## config.mk

```make
export PLATFORM = sky130hd
export DESIGN_NAME = motion_control_peripheral
export DESIGN_NICKNAME = d
export VERILOG_FILES = /design/src/rtl/motion_control_peripheral.sv
export SDC_FILE = /design/constraint.sdc
export NUM_CORES = 1
export LEC_CHECK = 0
export CAP_MARGIN = 30
export CORE_ASPECT_RATIO = 0.8
export CORE_UTILIZATION = 33
export CTS_CLUSTER_DIAMETER = 120
export DETAILED_ROUTE_END_ITERATION = 12
export GPL_TIMING_DRIVEN = 0
export PLACE_DENSITY = 0.49
export SLEW_MARGIN = 25
export SYNTH_ARGS = -nofsm -noshare
export SYNTH_HDL_FRONTEND = slang
export SYNTH_SLANG_ARGS = --single-unit
```

## constraint.sdc

```tcl
create_clock -name clk -period 10.7 [get_ports clk]
set_clock_uncertainty 0.15 [all_clocks]
set_input_delay 1.07 -clock clk [delete_from_list [all_inputs] [get_ports clk]]
set_output_delay 1.07 -clock clk [all_outputs]
set_load 0.05 [all_outputs]
```

## src/rtl/motion_control_peripheral.sv

```systemverilog
// Memory-mapped motion-control peripheral: software loads four operand pairs,
// writes start, and an FSM produces per-pair direction codes and magnitudes.
//
// state  | meaning
// IDLE   | waiting for a start write
// SNAP   | copy operands into shadow registers
// CALC_V | vertical pair (RV1,RV2)
// CALC_H | horizontal pair (RH1,RH2)
// CALC_T | tilt pair (theta_m,theta_a)
// CALC_P | pan pair (phi_m,phi_a)
// DONE   | drop busy, raise done
module motion_control_peripheral #(
    parameter int DW       = 16,
    parameter int DEADBAND = 2
) (
    input  logic          clk,
    input  logic          rst,
    input  logic [DW-1:0] d_in,
    input  logic          cs,
    input  logic [3:0]    addr,
    input  logic          rd,
    input  logic          wr,
    output logic [DW-1:0] d_out
);

    typedef enum logic [2:0] {
        IDLE, SNAP, CALC_V, CALC_H, CALC_T, CALC_P, DONE
    } state_t;

    state_t state, state_nxt;

    logic [DW-1:0] rv1, rv2, rh1, rh2, theta_m, theta_a, phi_m, phi_a;
    logic [DW-1:0] s_rv1, s_rv2, s_rh1, s_rh2, s_theta_m, s_theta_a, s_phi_m, s_phi_a;
    logic [DW-1:0] mag_v, mag_h, mag_t, mag_p;
    logic [7:0]    cmd;
    logic          busy, done;

    logic          wr_en, rd_en, start_ok;
    logic [DW-1:0] op_a, op_b, diff, rd_val;
    logic [1:0]    code;

    assign wr_en    = cs & wr;
    assign rd_en    = cs & rd;
    assign start_ok = (state == IDLE) && wr_en && (addr == 4'h0) && d_in[0];

    always_ff @(posedge clk or posedge rst) begin
        if (rst) state <= IDLE;
        else     state <= state_nxt;
    end

    always_comb begin
        state_nxt = state;
        case (state)
            IDLE:    if (start_ok) state_nxt = SNAP;
            SNAP:    state_nxt = CALC_V;
            CALC_V:  state_nxt = CALC_H;
            CALC_H:  state_nxt = CALC_T;
            CALC_T:  state_nxt = CALC_P;
            CALC_P:  state_nxt = DONE;
            DONE:    state_nxt = IDLE;
            default: state_nxt = IDLE;
        endcase
    end

    always_ff @(posedge clk or posedge rst) begin
        if (rst) begin
            rv1     <= '0;
            rv2     <= '0;
            rh1     <= '0;
            rh2     <= '0;
            theta_m <= '0;
            theta_a <= '0;
            phi_m   <= '0;
            phi_a   <= '0;
        end else if (wr_en) begin
            case (addr)
                4'h1: phi_a   <= d_in;
                4'h2: rv1     <= d_in;
                4'h4: rv2     <= d_in;
                4'h6: rh1     <= d_in;
                4'h8: rh2     <= d_in;
                4'hA: theta_m <= d_in;
                4'hC: theta_a <= d_in;
                4'hE: phi_m   <= d_in;
                default: ;
            endcase
        end
    end

    // One shared comparator; the active CALC state picks which shadow pair feeds it.
    always_comb begin
        op_a = '0;
        op_b = '0;
        case (state)
            CALC_V: begin op_a = s_rv1;     op_b = s_rv2;     end
            CALC_H: begin op_a = s_rh1;     op_b = s_rh2;     end
            CALC_T: begin op_a = s_theta_m; op_b = s_theta_a; end
            CALC_P: begin op_a = s_phi_m;   op_b = s_phi_a;   end
            default: ;
        endcase
    end

    always_comb begin
        diff = (op_a > op_b) ? (op_a - op_b) : (op_b - op_a);
        code = 2'b00;
        if (diff > DW'(DEADBAND)) code = (op_a > op_b) ? 2'b01 : 2'b10;
    end

    always_ff @(posedge clk or posedge rst) begin
        if (rst) begin
            s_rv1 <= '0; s_rv2 <= '0; s_rh1 <= '0; s_rh2 <= '0;
            s_theta_m <= '0; s_theta_a <= '0; s_phi_m <= '0; s_phi_a <= '0;
            mag_v <= '0; mag_h <= '0; mag_t <= '0; mag_p <= '0;
            cmd   <= '0;
            busy  <= 1'b0;
            done  <= 1'b0;
        end else begin
            if (start_ok) begin
                busy <= 1'b1;
                done <= 1'b0;
            end else if (state == DONE) begin
                busy <= 1'b0;
                done <= 1'b1;
            end
            case (state)
                SNAP: begin
                    s_rv1 <= rv1; s_rv2 <= rv2; s_rh1 <= rh1; s_rh2 <= rh2;
                    s_theta_m <= theta_m; s_theta_a <= theta_a;
                    s_phi_m <= phi_m; s_phi_a <= phi_a;
                end
                CALC_V: begin mag_v <= diff; cmd[1:0] <= code; end
                CALC_H: begin mag_h <= diff; cmd[3:2] <= code; end
                CALC_T: begin mag_t <= diff; cmd[5:4] <= code; end
                CALC_P: begin mag_p <= diff; cmd[7:6] <= code; end
                default: ;
            endcase
        end
    end

    // Read mux sees pre-edge values, so a same-cycle write is not visible yet.
    always_comb begin
        rd_val = '0;
        case (addr)
            4'h0: rd_val = {{(DW-2){1'b0}}, done, busy};
            4'h1: rd_val = phi_a;
            4'h2: rd_val = rv1;
            4'h3: rd_val = {{(DW-8){1'b0}}, cmd};
            4'h4: rd_val = rv2;
            4'h5: rd_val = mag_v;
            4'h6: rd_val = rh1;
            4'h7: rd_val = mag_h;
            4'h8: rd_val = rh2;
            4'h9: rd_val = mag_t;
            4'hA: rd_val = theta_m;
            4'hB: rd_val = mag_p;
            4'hC: rd_val = theta_a;
            4'hE: rd_val = phi_m;
            default: rd_val = '0;
        endcase
    end

    always_ff @(posedge clk or posedge rst) begin
        if (rst)        d_out <= '0;
        else if (rd_en) d_out <= rd_val;
        else            d_out <= '0;
    end

endmodule

```

==> run_results.csv, run 1 <==
group,metric,value,unit
run_status,status,"finished, final reports clean",
clocking,clock-sinks,349,
clocking,cts_resized,0,
die,rows,71,
global_route,antenna_found_initial,3,
worst_hold_path,hold_class,"reg -> reg",
placed_design,gp_congestion,0.909,
worst_setup_path,worstSetupPathType,"reg -> reg",
synth,synth-edff-count,0,
die,start_util,0.338,
clocking,clock_latency,530,ps
power_and_ir_drop,swShare,0.460,
worst_setup_path,critPathArrivalTime,6970,ps
routing,postRouteAntennaNets,0,
timing,slew_violations,0,
layout,instances_no_fill,2077,
routing,finalWirelength,59.5,mm
timing,period_share,0.631,
worst_setup_path,path_max_fanout,10,
worst_setup_path,worstPathRequired,10920,ps
placed_design,port_buffers,37,
clocking,clockRootBuffer,"clkbuf_16",
routing,dr.first_iter.drc_count,1120,
routing,drc_errors,0,
worst_setup_path,r2r_cells,19,
worst_setup_path,end_kind,"register",
clocking,post-cts-setup-buffers,0,
clocking,cts_tree,"yes",
power_and_ir_drop,p_switching,3.33,mW
timing,final-hold-violation-count,0,
die,die_x,248,um
synth,synth_area_per_cell,12.3,sq um
timing,fin_setup_tns,0,ps
power_and_ir_drop,power.leakage,8.54,nW
die,die_h,199,um
power_and_ir_drop,pwr_density_cell,378,nW/um^2
synth,synth_area_leader_cell,"dfrtp_1",
synth,synthesis.area,16000,sq um
layout,antenna_cells,0,
routing,viasPerCell,5.81,
layout,nets,1488,
clocking,hold_buffers,0,
clocking,clk_path_buf_depth,3,
synth,synth-main-ff-cell,"dfrtp_1",
global_route,grt_pass1_vias,11900,
global_route,grt_max_degree,33,
synth,ys_top_cells_by_area,"dfrtp_1 (55%), mux2_2 (18%), a22o_1 (3.6%), a221oi_1 (3.4%), ha_1 (2.4%)",
synth,synth_top_area_share,0.545,
timing,setup_violations,0,
timing,rsz0062_at_grt,"false",
synth,synth_fp_nets,1361,
clocking,clk_pin_slew,60,ps
routing,wl_per_cell,28.6,um
die,die_area,49400,sq um
global_route,grt_use_total,0.245,
synth,yosysWarningCount,0,
clocking,cts_max_level,2,
clocking,cts_inserted_buffers,39,
timing,period_minus_slack,6750,ps
power_and_ir_drop,p_comb_frac,0.525,
placed_design,place_hpwl,43.6,mm
placed_design,dp.cells,2006,
synth,synth.distinct_cells,57,
die,io_pins,41,
timing,worst_pin_slew,1120,ps
layout,final_cell_area,19100,sq um
timing,fmaxAchievable,148,MHz
synth,ys_seq_area_frac,0.545,
synth,synthArstFlopShare,1.00,
timing,slew_headroom,0.256,
power_and_ir_drop,p_int,3.90,mW
power_and_ir_drop,p_clk_frac,0.183,
worst_hold_path,hold_depth,2,
synth,syn_inst,1303,
layout,drive_above_1_share,0.281,
power_and_ir_drop,seq_power_share,0.291,
routing,vias,12100,
placed_design,placedInstanceArea,17800,sq um
synth,synth_seq_cells,349,
routing,detail_route.first_pass.iterations,5,
global_route,grt_overflow,0,
worst_setup_path,crit_path_start_kind,"register",
power_and_ir_drop,peakVddDrop,0.000325,V
layout,area_growth,19.4,%
flow_run,max_cap_violations,0,
global_route,grt_pass1_wl,85.7,mm
die,core-area,47400,sq um
-- per-layer routing --
metal,track usage,part of all wire,up-vias
li1,-,-,5110
met1,0.359,0.46,6365
met2,0.355,0.42,499
met3,0.0673,0.095,95
met4,0.0605,0.025,0
met5,0,0,-
-- critical path, cell delays in order (launching register included) --
cell and delay, ps:
dfrtp_1 360, clkbuf_1 340, nor3b_2 590, buf_4 270, clkbuf_1 770, a22o_1 280, a221oi_1 160, ha_1 440
buf_4 160, and4_1 290, nand2_2 110, o21bai_1 180, a21oi_2 320, buf_6 220, buf_6 170, mux2i_1 100
xnor2_1 710, nand4_1 280, nor3_4 520, o31ai_1 140
-- layout by cell type (no fill, tap or decap), types with 4 or more instances in the layout --
cell type and n:
nand4_1 4, a221o_1 12, a221oi_1 62, clkbuf_1 73
nor2_1 19, o31ai_1 5, a21oi_1 36, mux2_2 256
inv_1 43, clkbuf_8 10, buf_8 4, buf_2 13
nand2_1 102, buf_4 20, clkbuf_16 41, buf_12 11
o21ai_0 73, a22oi_1 18, a22o_1 65, mux2i_1 9
clkdlybuf4s50_1 37, clkinv_2 5, nor3_2 10, nor4_2 5
ha_1 31, a21o_1 5, dfrtp_1 349, clkbuf_2 9
a31oi_1 19, o21bai_1 6, xor2_1 4, buf_6 11
xnor2_1 9, nand2b_1 5, o21ai_1 10, nand3_1 13
a222oi_1 6
-- cell usage after synthesis (7+ instances only) --
master,count
nor3_1,13
a22o_1,65
nor2_1,19
a221oi_1,62
a22oi_1,18
o21ai_0,74
nand2_1,102
dfrtp_1,349
a221o_1,12
ha_1,31
mux2_2,256
o21ai_1,9
a31oi_1,19
clkbuf_1,71
mux2i_1,9
inv_1,44
nor4_1,7
xnor2_1,9
a21oi_1,36
nand3_1,13
-- worst paths after layout --
kind / endpoint / start / slack [ps]
max: cmd[5] / state[1] / 3950
min: mag_h[14] / mag_h[14] / 330
max reg2reg: cmd[5] / state[1] / 3950
min reg2reg: mag_h[14] / mag_h[14] / 330
max in group asynchronous: s_rh2[13] / rst / 8780
min in group asynchronous: s_phi_m[5] / rst / 690
-- through the flow --
stage	worst slack [ps]	total power, mW	hold slack [ps]	util
2_1_floorplan	4810	4.34	299	-
3_3_place_gp	2220	5.73	312	0.362
3_5_place_dp	4200	5.82	321	0.376
4_1_cts	4180	7.16	334	0.403
5_1_grt	3780	7.61	355	0.403
6_report	3950	7.23	334	0.403
-- power groups by stage --
stage	Clock (mW)	Combinational, mW	Sequential [mW]
3_3_place_gp	0	3.62	2.11
5_1_grt	1.40	4.05	2.16
6_report	1.33	3.80	2.11
2_1_floorplan	0	2.32	2.02
3_5_place_dp	0	3.70	2.12
4_1_cts	1.35	3.72	2.10
-- logic make-up after synthesis --
kind of cell               Yosys count  synth area share
adders and majority gates           33            0.0267
and+or+nand+nor                    180            0.0517
AOI/OAI and AO/OA                  333             0.150
xor gates and xnor gates            14           0.00812
buffers and inverters              129            0.0323
muxes                              265             0.186
DFF                                349             0.545
-- cell type report --
class | instances | area (sq um)
buffer | 84 | 363
clock buffer | 62 | 1200
clock inverter | 6 | 55.1
fill | 4536 | 28300
inverter | 45 | 173
multi-input combinational | 825 | 6850
sequential | 349 | 8730
tap | 620 | 776
timing repair buffer | 86 | 967
Note: power is estimated with default switching activity, not from simulation.
==> run 2: changes to the inputs <==
==> constraint.sdc (replaced) <==
create_clock -name clk -period 6.2 [get_ports clk]
set_clock_uncertainty 0.15 [all_clocks]
set_input_delay 0.62 -clock clk [delete_from_list [all_inputs] [get_ports clk]]
set_output_delay 0.62 -clock clk [all_outputs]
set_load 0.05 [all_outputs]
==> run_results.csv, run 2 (synthesis results as in run 1) <==
group,metric,value,unit
run_status,status,"finished, final reports clean",
layout,instances_no_fill,2075,
die,die_x,248,um
worst_setup_path,worstSetupPathType,"reg -> reg",
die,io_pins,41,
worst_setup_path,end_kind,"register",
routing,wl_per_cell,28.6,um
clocking,cts_tree,"yes",
timing,setup_violations,0,
timing,fin_hold_ws,245,ps
global_route,grt_overflow,0,
worst_setup_path,startpoint,"state[0]",
placed_design,place_hpwl,43.6,mm
layout,area_growth,20.4,%
timing,fin_setup_tns,0,ps
layout,antenna_cells,0,
worst_setup_path,ff2ff_setup_slack,240,ps
routing,met3_wirelength,5.69,mm
clocking,hold_buffers,0,
worst_setup_path,timing.rr.start,"state[0]",
routing,vias,12000,
global_route,antenna_found_initial,3,
global_route,grt_pass1_wl,85.6,mm
worst_hold_path,hold_class,"in -> async",
routing,detail_route.first_pass.iterations,5,
routing,postRouteAntennaNets,0,
routing,drt-met1-wl,27.1,mm
die,die_area,49400,sq um
routing,wl_met2,25.3,mm
placed_design,gp_congestion,0.909,
timing,fmaxAchievable,168,MHz
timing,period_minus_slack,5960,ps
worst_setup_path,r2r_cells,22,
worst_setup_path,crit_path_start_kind,"register",
clocking,clock_latency,520,ps
routing,viasPerCell,5.77,
timing,final-hold-violation-count,0,
die,rows,71,
clocking,clk_path_buf_depth,3,
routing,finalWirelength,59.4,mm
layout,final_common_cell,"dfrtp_1",
layout,fin_util,0.407,
worst_setup_path,critPathArrivalTime,6180,ps
timing,slew_headroom,0.265,
global_route,grt_pass1_vias,11900,
clocking,clock-sinks,349,
placed_design,port_buffers,37,
routing,top_layer,"met4",
die,core-area,47400,sq um
clocking,cts_inserted_buffers,39,
global_route,grt_use_total,0.245,
timing,period_share,0.961,
layout,nets,1486,
routing,drc_errors,0,
timing,worst_pin_slew,1100,ps
routing,dr.first_iter.drc_count,1088,
clocking,cts_max_level,2,
die,die_h,199,um
worst_setup_path,path_max_fanout,10,
worst_setup_path,r2r-end,"cmd[5]",
clocking,clockRootBuffer,"clkbuf_16",
die,start_util,0.338,
global_route,grt_max_degree,33,
layout,drive_above_1_share,0.302,
layout,n_fill_cell,4521,
worst_setup_path,worstPathRequired,6420,ps
flow_run,max_cap_violations,0,
layout,mostFrequentLayoutCells,"dfrtp_1 (349), mux2_2 (256), nand2_1 (102), o21ai_0 (73), a22o_1 (65)",
placed_design,dp.cells,2006,
timing,slew_violations,0,
clocking,clk_pin_slew,60,ps
## run 2: metrics by stage
stage                     cell area (sq um)  worst slack (ps)
after floorplan                       16000               758
after global placement                17200             -1830
after detailed placement              17800              -299
after CTS                             19100              10.9
after global routing                  19300             -2.32
final                                 19300               244
## run 2: per-layer routing
layer,vias to the layer above,GRT usage
li1,5108,-
met1,6300,0.357
met2,486,0.356
met3,87,0.0677
met4,0,0.0594
met5,-,0
## run 2: worst max-delay path by stage
stage	slack [ps]	to
after floorplan	760	busy
after global placement	-1830	s_theta_a[14]
after detailed placement	-300	cmd[2]
after CTS	10	cmd[2]
after global routing	-2	cmd[3]
final	240	cmd[5]
## run 2: what timing repair did
action,CTS,global route
setup buffers,0,2
setup endpoints to repair,8,8
resized for setup,11,24
pin swaps,0,2
## run 2: worst max-delay path, stage by stage (launching register included)
cell and delay (ps):
dfrtp_1 320, clkbuf_1 360, nand2b_1 210, nor2_2 380, clkbuf_1 440, buf_8 220, a22o_1 170, a221o_1 320
ha_1 340, buf_4 190, a21oi_1 220, o21ai_1 150, a221oi_2 380, a21oi_2 180, buf_6 190, buf_6 150
nand2_1 50, o21ai_1 120, xnor2_2 470, nand3_1 270, nor3_4 280, buf_12 150, o31ai_1 70
## run 2: cell type report
cell class | instances | area (sq um) | area share
clock inverters | 6 | 55.1 | 0.00285
plain buffers | 83 | 369 | 0.0191
clock buffers | 62 | 1200 | 0.0625
flip-flops and latches | 349 | 8730 | 0.453
inverters | 45 | 173 | 0.00895
multi-input cells | 825 | 7010 | 0.363
well taps | 620 | 776 | 0.0402
repair buffers | 85 | 967 | 0.0501
Power of run 2 is left out: the tool's default activity adds up to more than one toggle a clock period on the data nets, which glitch-free logic cannot reach.
